`src/rtl/fetch_pkg.sv`:
```
// Shared types and constants for the instruction fetch stage.
package fetch_pkg;

    typedef enum logic [1:0] {
        IDLE  = 2'd0,
        FETCH = 2'd1,
        HELD  = 2'd2
    } fetch_state_t;

    localparam logic [31:0] NOP_INSTR = 32'h0000_0013;
    localparam int          PC_INCR   = 4;

endpackage

```
`src/rtl/fetch_stage_if.sv`:
```
// Instruction memory request/acknowledge bus between fetch_stage and the memory.
interface fetch_stage_if #(
    parameter int XLEN = 32
);
    logic            ImemReq;
    logic [XLEN-1:0] ImemAddr;
    logic            ImemAck;
    logic [XLEN-1:0] ImemData;

    modport master (
        output ImemReq,
        output ImemAddr,
        input  ImemAck,
        input  ImemData
    );

    modport slave (
        input  ImemReq,
        input  ImemAddr,
        output ImemAck,
        output ImemData
    );
endinterface

```
`src/rtl/fetch_stage_if_id_reg.sv`:
```
// IF/ID pipeline register: load wins, then flush, then stall holds, otherwise a bubble.
module if_id_reg
    import fetch_pkg::*;
#(
    parameter int XLEN = 32
) (
    input  logic            clk,
    input  logic            rst_n,
    input  logic            load,
    input  logic            stall,
    input  logic            flush,
    input  logic [XLEN-1:0] in_pc,
    input  logic [XLEN-1:0] in_instr,
    output logic [XLEN-1:0] pc,
    output logic [XLEN-1:0] instr,
    output logic            valid
);

    always_ff @(posedge clk or negedge rst_n) begin
        if (!rst_n) begin
            pc    <= '0;
            instr <= XLEN'(NOP_INSTR);
            valid <= 1'b0;
        end else if (load) begin
            pc    <= in_pc;
            instr <= in_instr;
            valid <= 1'b1;
        end else if (flush || !stall) begin
            valid <= 1'b0;
        end
    end

endmodule

```
`src/rtl/fetch_stage.sv`:
```
// Fetch stage: PC, request FSM and stall hold buffer feeding the IF/ID register.
// Optional FETCH_PERF_CNT_EN adds a saturating FetchCount output.
module fetch_stage
    import fetch_pkg::*;
#(
    parameter int              XLEN     = 32,
    parameter logic [XLEN-1:0] RESET_PC = '0
) (
    input  logic                Clock,
    input  logic                Reset_n,
    input  logic                Stall,
    input  logic                Flush,
    input  logic                BranchTaken,
    input  logic [XLEN-1:0]     BranchTarget,
    fetch_stage_if.master       imem,
    output logic [XLEN-1:0]     PC,
    output logic [XLEN-1:0]     Instruction,
    output logic [6:0]          Opcode,
    output logic                Valid
`ifdef FETCH_PERF_CNT_EN
    ,
    output logic [31:0]         FetchCount
`endif
);

    fetch_state_t    state, next_state;
    logic [XLEN-1:0] pc_q, pc_d;
    logic [XLEN-1:0] hold_pc, hold_pc_d, hold_instr, hold_instr_d;
    logic            hold_valid, hold_valid_d;
    logic            load, ifid_flush;
    logic [XLEN-1:0] load_pc, load_instr;
    logic [XLEN-1:0] pc_next_seq;

    assign pc_next_seq   = pc_q + XLEN'(PC_INCR);
    assign imem.ImemAddr = pc_q;

    always_ff @(posedge Clock or negedge Reset_n) begin
        if (!Reset_n) begin
            state      <= IDLE;
            pc_q       <= RESET_PC;
            hold_pc    <= '0;
            hold_instr <= XLEN'(NOP_INSTR);
            hold_valid <= 1'b0;
        end else begin
            state      <= next_state;
            pc_q       <= pc_d;
            hold_pc    <= hold_pc_d;
            hold_instr <= hold_instr_d;
            hold_valid <= hold_valid_d;
        end
    end

    always_comb begin
        next_state    = state;
        pc_d          = pc_q;
        hold_pc_d     = hold_pc;
        hold_instr_d  = hold_instr;
        hold_valid_d  = hold_valid;
        load          = 1'b0;
        load_pc       = pc_q;
        load_instr    = imem.ImemData;
        ifid_flush    = Flush;
        imem.ImemReq  = (state == FETCH);

        // A redirect overrides everything, including an ack arriving this cycle.
        if (BranchTaken) begin
            pc_d         = BranchTarget & ~XLEN'(3);
            hold_valid_d = 1'b0;
            ifid_flush   = 1'b1;
            next_state   = FETCH;
        end else begin
            unique case (state)
                IDLE: begin
                    next_state = FETCH;
                    if (Flush) hold_valid_d = 1'b0;
                end
                FETCH: begin
                    if (imem.ImemAck) begin
                        pc_d = pc_next_seq;
                        if (!Stall) begin
                            load = 1'b1;
                        end else begin
                            hold_pc_d    = pc_q;
                            hold_instr_d = imem.ImemData;
                            hold_valid_d = 1'b1;
                            next_state   = HELD;
                        end
                    end else if (Flush) begin
                        hold_valid_d = 1'b0;
                    end
                end
                HELD: begin
                    if (Flush) begin
                        hold_valid_d = 1'b0;
                        next_state   = FETCH;
                    end else if (!Stall && hold_valid) begin
                        load         = 1'b1;
                        load_pc      = hold_pc;
                        load_instr   = hold_instr;
                        hold_valid_d = 1'b0;
                        next_state   = FETCH;
                    end
                end
                default: next_state = IDLE;
            endcase
        end
    end

    if_id_reg #(.XLEN(XLEN)) u_if_id (
        .clk      (Clock),
        .rst_n    (Reset_n),
        .load     (load),
        .stall    (Stall),
        .flush    (ifid_flush),
        .in_pc    (load_pc),
        .in_instr (load_instr),
        .pc       (PC),
        .instr    (Instruction),
        .valid    (Valid)
    );

    assign Opcode = Instruction[6:0];

`ifdef FETCH_PERF_CNT_EN
    logic [31:0] fetch_cnt;

    always_ff @(posedge Clock or negedge Reset_n) begin
        if (!Reset_n) begin
            fetch_cnt <= '0;
        end else if (load && (fetch_cnt != 32'hFFFF_FFFF)) begin
            fetch_cnt <= fetch_cnt + 32'd1;
        end
    end

    assign FetchCount = fetch_cnt;
`endif

endmodule

```
`src/flat_wrapper.sv`:
```
// flat-port wrapper written by rule: the top's interface ports become plain ports
module fetch_stage_flat import fetch_pkg::*;
#(
    parameter int              XLEN     = 32,
    parameter logic [XLEN-1:0] RESET_PC = '0
)
  (Clock, Reset_n, Stall, Flush, BranchTaken, BranchTarget, PC, Instruction, Opcode, Valid, imem_ImemReq, imem_ImemAddr, imem_ImemAck, imem_ImemData);
  fetch_stage_if #(.XLEN(XLEN)) imem_i ();
  input  logic Clock;
  input  logic Reset_n;
  input  logic Stall;
  input  logic Flush;
  input  logic BranchTaken;
  input  logic [XLEN-1:0] BranchTarget;
  output logic [XLEN-1:0] PC;
  output logic [XLEN-1:0] Instruction;
  output logic [6:0] Opcode;
  output logic Valid;
  output wire logic [$bits(imem_i.ImemReq)-1:0] imem_ImemReq;
  output wire logic [$bits(imem_i.ImemAddr)-1:0] imem_ImemAddr;
  input wire logic [$bits(imem_i.ImemAck)-1:0] imem_ImemAck;
  input wire logic [$bits(imem_i.ImemData)-1:0] imem_ImemData;
  assign imem_ImemReq = imem_i.ImemReq;
  assign imem_ImemAddr = imem_i.ImemAddr;
  assign imem_i.ImemAck = imem_ImemAck;
  assign imem_i.ImemData = imem_ImemData;
  fetch_stage #(.XLEN(XLEN), .RESET_PC(RESET_PC)) u_core (.Clock(Clock), .Reset_n(Reset_n), .Stall(Stall), .Flush(Flush), .BranchTaken(BranchTaken), .BranchTarget(BranchTarget), .imem(imem_i), .PC(PC), .Instruction(Instruction), .Opcode(Opcode), .Valid(Valid));
endmodule
```
`config.mk`:
```
export PLATFORM = sky130hd
export DESIGN_NAME = fetch_stage_flat
export DESIGN_NICKNAME = d
export VERILOG_FILES = /design/src/rtl/fetch_pkg.sv /design/src/rtl/fetch_stage_if.sv /design/src/rtl/fetch_stage_if_id_reg.sv /design/src/rtl/fetch_stage.sv /design/src/flat_wrapper.sv
export SDC_FILE = /design/constraint.sdc
export NUM_CORES = 1
export LEC_CHECK = 0
export ABC_AREA = 1
export ABC_CLOCK_PERIOD_IN_PS = 3000
export BUFFER_PORTS_ARGS = -buffer_cell sky130_fd_sc_hd__buf_2
export CAP_MARGIN = 20
export CELL_PAD_IN_SITES_DETAIL_PLACEMENT = 1
export CELL_PAD_IN_SITES_GLOBAL_PLACEMENT = 1
export CORE_AREA = 2 2 135 163
export CTS_CLUSTER_SIZE = 40
export DETAILED_ROUTE_END_ITERATION = 8
export DIE_AREA = 0 0 137 165
export PLACE_DENSITY_LB_ADDON = 0.25
export SETUP_SLACK_MARGIN = 0.2
export SYNTH_ARGS = -nofsm -noshare
export SYNTH_HDL_FRONTEND = slang
export SYNTH_HIERARCHICAL = 1
export SYNTH_SLANG_ARGS = --single-unit
```
`constraint.sdc`:
```
create_clock -name Clock -period 3 [get_ports Clock]
set_clock_uncertainty 0.2 [all_clocks]
set_input_delay 0.45 -clock Clock [delete_from_list [all_inputs] [get_ports Clock]]
set_output_delay 0.45 -clock Clock [all_outputs]
set_load 0.01 [all_outputs]
```
Yosys cells after proc, flatten, opt, wreduce, memory -nomap -nowiden --
Cells that the tools add are included.
Operators by class: $add $sub $neg 1, muxes and demuxes 33, reductions and logical operators 12, bitwise operators 1, eq/ne operators 6
Operators by type and width (number):
- 2-to-1 mux 32 bit | 11
- adder 32 x 3 -> 32 bit, second input constant | 1
- 2-to-1 mux 1 bit | 14
- 2-to-1 mux 2 bit | 5
- case mux 2 bit (3 select lines) | 1
- AND reduction 3 bit | 2
- nonzero test 2 bit | 3
- != test 4 x 3 -> 1 bit, second input constant | 1
- != test 4 bit, second input constant | 1
- AND reduction 4 bit | 1
- nonzero test 4 bit | 1
- != test 3 x 2 -> 1 bit, second input constant | 1
- != test 3 bit, second input constant | 1
- case mux 1 bit (3 select lines) | 1
- equality test 2 x 1 -> 1 bit, second input constant | 1
- equality test 2 bit, second input constant | 1
- logical NOT 2 bit | 1
- case mux 1 bit (2 select lines) | 1
- AND reduction 2 bit | 1
- logical AND 1 bit | 1
- logical NOT 1 bit | 1
- logical OR 1 bit | 1
- NOT 1 bit | 1
Word-level totals: input bits 70, word-level logic and storage cells 61, output and inout port bits 105, register bits 164

Depth between registers and ports, before layout --
Gate-level depths: netlist of run 1.
depth after elaboration 7, depth in mapped cells 10, depth with buffers taken out 10

Hierarchy --
The synthesis of run 1 kept the hierarchy.
By module, submodules not included:
- fetch_stage | area an instance 5761.8 um^2, cells an instance 761, instances 1, sequential area each 2381.0 um^2
- if_id_reg | area an instance 2522.4 um^2, cells an instance 275, instances 1, sequential area each 1630.3 um^2

Worst setup path before layout of run 1 --
OpenSTA, ideal clock, no wires.
kind reg-to-reg, from register u_core.state[1], to register u_core.u_if_id.instr[31], data required time 2.735 ns, stages on the path, launching flop included 9, setup slack 1.179 ns, clock period less this slack 1.821 ns, path buffers 2, arrival time 1.557 ns, library setup time 0.065 ns, path through dfrtp_1 > inv_1 > ha_1 > nand2_2 > a21oi_1 > buf_4 > clkbuf_8 > nand2_1 > nand2_1
Between the ends: word-level cells in the longest chain between the ends 3, elaborated cells on any way between the ends 6, those cells by class eq/ne (2); mux (4)
Ends and longest elaborated chain:
- start, declared | line fetch_stage.sv:26 | fetch_state_t state, next_state;
- start signal, assigned | line fetch_stage.sv:45 | state <= next_state;
- equality test 2 x 1 -> 1 bit
- net imem_ImemReq | line flat_wrapper.sv:19 | output wire logic [$bits(imem_i.ImemReq)-1:0] imem_ImemReq;
- case mux 1 bit (2 select lines) | line fetch_stage.sv:72 | unique case (state)
- 2-to-1 mux 1 bit | line fetch_stage.sv:66 | if (BranchTaken) begin
- net u_core.load | line fetch_stage.sv:30 | logic load, ifid_flush;
- end signal, assigned | line fetch_stage_if_id_reg.sv:22 | instr <= XLEN'(NOP_INSTR);
- end signal, assigned | line fetch_stage_if_id_reg.sv:26 | instr <= in_instr;
- end, declared | line fetch_stage_if_id_reg.sv:15 | output logic [XLEN-1:0] instr,
The timed path passes the listed nets, and every way through them passes these cells. A chain may end at the register's enable or synchronous reset.

Final worst setup path of run 1 --
from register u_core.state[1], to register u_core.hold_instr[17]
Between the ends: word-level cells in the longest chain between the ends 2
Ends and longest elaborated chain:
- equality test 2 x 1 -> 1 bit | line fetch_stage.sv:72
- AND reduction 4 bit (no line)
- end signal, assigned | line fetch_stage.sv:42 | hold_instr <= XLEN'(NOP_INSTR);
- end signal, assigned | line fetch_stage.sv:48 | hold_instr <= hold_instr_d;
- end, declared | line fetch_stage.sv:28 | logic [XLEN-1:0] hold_pc, hold_pc_d, hold_instr, hold_instr_d;
No other way between the ends.

==> flow_summary.ini, run 1 <==
[setup_path]
regToRegEndpoint = u_core/hold_instr[17]$_DFFE_PN0P_
worstSetupPathType = register to register
worstReg2RegStart = u_core/state[1]$_DFFE_PN0P_
endpoint_kind = register
worstPathRequired_ns = 3.09
arrival_ns = 2.33
crit_path_max_fanout = 124
cp-start-kind = register
ff2ff_setup_slack_ns = 0.76
r2r_cells = 8

[sta]
report.final.setup_viol = 0
max_freq_mhz = 446
slew_headroom_pct = 52.6
layout_min_cycle_time_ns = 2.24
rsz0062_at_grt = false
fin_tns_setup_ns = 0
fin_crit_sh_pct = 74.8
hold_viol_final = 0
worst_slew_pin_slew_ns = 0.710
drv_slew = 0

[drt]
ant_nets = 0
wl_um = 23000
first_iter_violations = 286
avgRoutedWirePerCell_um = 15.6
vias_per_cell = 4.82
drc = 0
via_count = 7086
firstDrtPassIters = 6

[placement]
place.gp.congestion = 0.901
hpwl_um = 16100
place_area_sq_um = 9230
io_buffers = 170

[grt]
globalRoute.busiestLayer = met2
grt_pass1_vias = 7311
globalRouteTotalUtil_pct = 21.1
antenna_found_initial = 0
grt_pass1_wl_um = 37200
use_met3_pct = 3.59
use_met1_pct = 26.2
overflow = 0
use_met2_pct = 37.6
grt_start_max_net_pins = 125

[hold_path]
hold_path_end = u_core/imem.ImemAddr[6]$_DFFE_PN0P_
holdCritStartpoint = BranchTarget[6]
hold_class = input pin to register
hold_depth = 3

[final_layout]
finalInstanceArea_sq_um = 9860
final_nets = 1261
syn2layout_area_growth_pct = 19.0
n_antenna_cell = 0
drive_above_1_share_pct = 25.0

[logic_synthesis]
seq_area_frac_synth_pct = 48.4
synth_edf_count = 0
syn_avg_cell_area_sq_um = 8.00
syn_inst = 1036
synthFlopType = dfrtp_1
synth_top_area_share_pct = 46.5
yosysUniqueCellTypes = 33
yosysTopAreaCell = dfrtp_1
synth_commonest_cells = nand2_1 (384), dfrtp_1 (154), nor2_1 (96), inv_1 (87), o21ai_1 (61)
ys_ff_latch = 160
synth-async-reset-ratio_pct = 100
synth_area_leaders = dfrtp_1 (47%), nand2_1 (17%), a21oi_2 (5.8%)
syn_area_sq_um = 8280
yosys_warnings = 6
synth_most_common_cell = nand2_1

[pwr]
power_mw = 8.64
p_per_area_nw_per_um2 = 877
peakVddDrop_mv = 0.437
power_leakage_nw = 5.28

[flow_run]
cap_violations = 0

[floorplan]
num_rows = 58
ios = 175
start_util_pct = 39.6
fp.dieArea_sq_um = 22600
die_height_um = 165
core-area_sq_um = 20900
chipWidth_um = 137

[clocking]
cts_tree = yes
cts_max_level = 4
cts.sinks = 160
clk_pin_slew_worst_paths_ns = 0.07
numCtsBuffers = 17
clock_latency_ns = 0.42
root_buffer = clkbuf_16
clockBufferDepth = 2

[run_status]
status = complete, no violations
==> critical path, stage by stage, from the launching register on <==
cell	delay (ns)
dfrtp_1	0.40
inv_1	0.12
ha_1	0.24
nand2_2	0.19
nor2_8	0.34
nand2_4	0.08
buf_12	0.26
nand2_1	0.13
o21ai_1	0.07
==> registers in the layout, summed over array words and instances (netlist names) <==
signal	cells
u_core/hold_pc	30
u_core/imem.ImemAddr	30
u_core/u_if_id/valid	1
u_core/hold_instr	32
u_core/state	2
u_core/u_if_id/instr	32
u_core/hold_valid	1
u_core/u_if_id/pc	32
==> cell usage in the layout, fill, tap and decap left out, drive strengths merged, types with 20 or more instances in the layout <==
master / count
inv: 91
nand3: 46
a21oi: 69
dfrtp: 154
nand2: 391
o21ai: 80
nor2: 111
clkbuf: 20
buf: 184
==> routing by layer <==
| metal | vias to the layer above | part of all wire [%] |
|---|---|---|
| met4 | 0 | 1.4 |
| met2 | 137 | 51 |
| met5 | - | 0 |
| met1 | 3392 | 44 |
| li1 | 3537 | - |
| met3 | 20 | 3.6 |
==> how the worst max path moves through the flow <==
stage	start	to	slack, ns	cells past startpoint
after CTS	u_core/state[1]$_DFFE_PN0P_	u_core/hold_pc[18]$_DFFE_PN0P_	0.74	8
after global routing	u_core/state[1]$_DFFE_PN0P_	u_core/hold_instr[10]$_DFFE_PN0P_	0.57	8
after global placement	u_core/state[1]$_DFFE_PN0P_	u_core/imem.ImemAddr[6]$_DFFE_PN0P_	0.82	8
after floorplan	u_core/state[1]$_DFFE_PN0P_	u_core/u_if_id/instr[31]$_DFFE_PN0P_	1.18	8
final	u_core/state[1]$_DFFE_PN0P_	u_core/hold_instr[17]$_DFFE_PN0P_	0.76	8
after detailed placement	u_core/state[1]$_DFFE_PN0P_	u_core/hold_pc[21]$_DFFE_PN0P_	0.77	8
==> final cells by class <==
| cell class | count | area [sq um] |
|---|---|---|
| clock inverters | 12 | 184 |
| clock buffers | 20 | 437 |
| well taps | 270 | 338 |
| multi-input cells | 733 | 3490 |
| flip-flops and latches | 160 | 4010 |
| repair buffers | 185 | 1060 |
| inverters | 89 | 334 |
| fillers | 2653 | 11000 |
==> kinds of logic (layout without fill, tap and decap cells) <==
group | after synthesis | after routing | synth area share (%)
flops | 160 | 160 | 48.4
buf+inv | 146 | 306 | 9.70
fa+ha+maj | 5 | 5 | 0.755
simple gates | 556 | 556 | 27.7
other cells | 1 | 4 | 0.0453
compound gates | 162 | 162 | 12.7
xor+xnor | 6 | 6 | 0.634
==> report_power, final <==
group	switching, mW	total [mW]	internal [mW]	leakage [nW]
Sequential	0.565	3.65	3.08	1.99
Combinational	1.63	2.66	1.03	2.99
Clock	0.925	2.33	1.40	0.295
==> stage by stage <==
stage / std cells / util, % / setup WS, ns / hold slack (ns)
2_1_floorplan: 1039 / - / 1.18 / -0.0456
3_3_place_gp: 1436 / 44.1 / 0.817 / 0.248
3_5_place_dp: 1436 / 44.1 / 0.769 / 0.253
4_1_cts: 1469 / 47.2 / 0.744 / 0.00809
5_1_grt: 1469 / 47.2 / 0.574 / 0.0156
6_report: 1469 / 47.2 / 0.756 / 0.0268
==> timing repair <==
| item | CTS | global route |
|---|---|---|
| hold endpoints to repair | 66 | 0 |
| gates resized for setup | 0 | 0 |
| hold buffers | 1 | 0 |
| buffers inserted | 0 | 0 |
Note: power is estimated with default switching activity, not from simulation.
==> run 2: changes to the inputs <==
--- a/config.mk
+++ b/config.mk
@@ -6,7 +6,7 @@
 export NUM_CORES = 1
 export LEC_CHECK = 0
 export ABC_AREA = 1
-export ABC_CLOCK_PERIOD_IN_PS = 3000
+export ABC_CLOCK_PERIOD_IN_PS = 2100
 export BUFFER_PORTS_ARGS = -buffer_cell sky130_fd_sc_hd__buf_2
 export CAP_MARGIN = 20
 export CELL_PAD_IN_SITES_DETAIL_PLACEMENT = 1
==> constraint.sdc (replaced) <==
create_clock -name Clock -period 2.1 [get_ports Clock]
set_clock_uncertainty 0.2 [all_clocks]
set_input_delay 0.315 -clock Clock [delete_from_list [all_inputs] [get_ports Clock]]
set_output_delay 0.315 -clock Clock [all_outputs]
set_load 0.01 [all_outputs]
==> run 2 against run 1 <==
  * Final area rose by 12%
  * Maximum frequency increased by 15%
  * Critical path depth rose by 1
  * Via count rose by 8.4%
  * Utilization rose by 5.9 points
  * Register-to-register slack lost 0.61 ns
  * Highest routed layer unchanged
  * Die area is the same
  * Sequential power up 44%
  * Clock power rose by 36%
  * Global-route usage is 1.4 points higher
==> flow_summary.ini, run 2 (same netlist as run 1, synthesis figures left out) <==
[drt]
avgRoutedWirePerCell_um = 17.0
firstDrtPassIters = 5
drc = 0
ant_nets = 0
first_iter_violations = 283
wl_um = 26600
vias_per_cell = 4.91
via_count = 7678

[pwr]
peakVddDrop_mv = 0.602
power_leakage_nw = 5.81
p_per_area_nw_per_um2 = 1160
pwr-share-seq_pct = 40.9
internal_power_mw = 8.12
power_frac_comb_pct = 34.5
p_sw_share_pct = 36.9
pwr-share-clk_pct = 24.6
switchingPower_mw = 4.75

[final_layout]
fillers = 2576
final_common_cell = nand2_1
multiInputGateArea_sq_um = 3610
syn2layout_area_growth_pct = 33.8
reg.largest.list = u_core/hold_instr x32, u_core/u_if_id/instr x32, u_core/u_if_id/pc x32
drive_above_1_share_pct = 27.9
seq_area_sq_um = 4020
layout_common_cells = nand2_1 (382), buf_2 (169), dfrtp_1 (150), nor2_1 (93), inv_1 (85)
final_nets = 1357
n_antenna_cell = 0

[grt]
use_met1_pct = 27.9
grt_pass1_vias = 7753
use_met2_pct = 39.8
globalRoute.busiestLayer = met2
antenna_found_initial = 0
globalRouteTotalUtil_pct = 22.6
overflow = 0
grt_start_max_net_pins = 44
grt_pass1_wl_um = 39600
use_met3_pct = 3.99

[sta]
fin_ws_ns = 0.150
layout_min_cycle_time_ns = 1.95
hold_viol_final = 0
drv_slew = 0
rsz0062_at_grt = true
fin_tns_setup_ns = 0
max_freq_mhz = 513
report.final.setup_viol = 0
fin_crit_sh_pct = 92.9

[setup_path]
endpoint_kind = register
max_stage_delay_ns = 0.41
worstReg2RegStart = u_core/state[1]$_DFFE_PN0P_
crit_slowest_cell = dfrtp_1
crit_path_max_fanout = 6
worstPathRequired_ns = 2.26
cp-start-kind = register
cpMostUsedCell = nand2_1
arrival_ns = 2.11
worstSetupPathType = register to register
crit_path_cell_trace = inv_2 > ha_4 > nand2_8 > nor2_8 > buf_4 > inv_1 > o221ai_1 > nand2_1 > nand2_1
crit_start = u_core/state[1]$_DFFE_PN0P_

[hold_path]
holdCritStartpoint = BranchTarget[24]
hold_class = input pin to register

[clocking]
cts_tree = yes
clock_latency_ns = 0.42
numCtsBuffers = 17
clk_pin_slew_worst_paths_ns = 0.07
cts.sinks = 160
clockBufferDepth = 2
cts_max_level = 4
root_buffer = clkbuf_16

[placement]
place_ws_ns = -0.00856
hpwl_um = 17000
io_buffers = 170
place.gp.congestion = 0.905

[flow_run]
cap_violations = 0

[floorplan]
ios = 175
fp.dieArea_sq_um = 22600
core-area_sq_um = 20900
die_height_um = 165
num_rows = 58
start_util_pct = 39.6
chipWidth_um = 137

[run_status]
status = complete, no violations
[run 2: path summary, 6_finish.rpt]
check	end	slack (ns)	depth (start not counted)
setup / recovery	u_core/imem.ImemAddr[8]$_DFFE_PN0P_	0.15	9
setup reg to reg	u_core/imem.ImemAddr[8]$_DFFE_PN0P_	0.15	9
hold / removal	u_core/imem.ImemAddr[24]$_DFFE_PN0P_	0.02	5
min in group asynchronous	u_core/u_if_id/instr[27]$_DFFE_PN0P_	0.16	2
hold reg to reg	u_core/u_if_id/pc[3]$_DFFE_PN0P_	0.27	2
max in group asynchronous	u_core/imem.ImemAddr[7]$_DFFE_PN0P_	0.93	3
[run 2: repair_timing]
item	in CTS	in global routing
setup buffers	4	12
hold endpoints to repair	191	0
gates resized for setup	18	28
hold buffers	55	0
setup endpoints to repair	146	114
pin swaps	2	2
gates cloned	1	8
[run 2: final cells by class]
| cell class | count | area share (%) |
|---|---|---|
| Multi-Input combinational cell | 734 | 32.6 |
| Clock buffer | 21 | 4.24 |
| Inverter | 89 | 3.10 |
| Timing Repair Buffer | 280 | 19.6 |
| Clock inverter | 11 | 1.17 |
| Sequential cell | 160 | 36.2 |
| Tap cell | 270 | 3.05 |
[run 2: stage by stage]
| step | power [mW] | cells | hold slack (ns) | util, % | instance area (sq um) |
|---|---|---|---|---|---|
| 2_1_floorplan | 7.58 | 1039 | -0.181 | - | 8300 |
| 6_report | 12.9 | 1565 | 0.0154 | 53.0 | 11100 |
| 3_5_place_dp | 9.19 | 1453 | 0.0534 | 45.0 | 9400 |
| 3_3_place_gp | 9.00 | 1453 | 0.0543 | 45.0 | 9400 |
| 5_1_grt | 13.8 | 1565 | 0.0200 | 53.0 | 11100 |
| 4_1_cts | 12.7 | 1545 | 0.00387 | 51.3 | 10700 |
[run 2: power by group through the flow]
| stage | sequential, mW | clock, mW | combinational (mW) |
|---|---|---|---|
| after detailed placement | 5.27 | 0 | 3.92 |
| after global routing | 5.44 | 3.37 | 4.96 |
| after floorplan | 5.47 | 0 | 2.11 |
| after CTS | 5.24 | 3.27 | 4.16 |
| final | 5.26 | 3.17 | 4.44 |
| after global placement | 5.21 | 0 | 3.79 |
[run 2: routing by layer]
layer / part of all wire (%) / vias up
met4: 1.9 / 0
li1: - / 3735
met2: 52 / 179
met5: 0 / -
met3: 3.7 / 39
met1: 43 / 3725
[run 2: worst max-delay path: cells and delay by family, from the launching register on]
| kind | cells | cell delay (ns) |
|---|---|---|
| compound gates | 1 | 0.20 |
| buf+inv | 3 | 0.34 |
| fa+ha+maj | 1 | 0.19 |
| simple gates | 4 | 0.54 |
| flops | 1 | 0.41 |
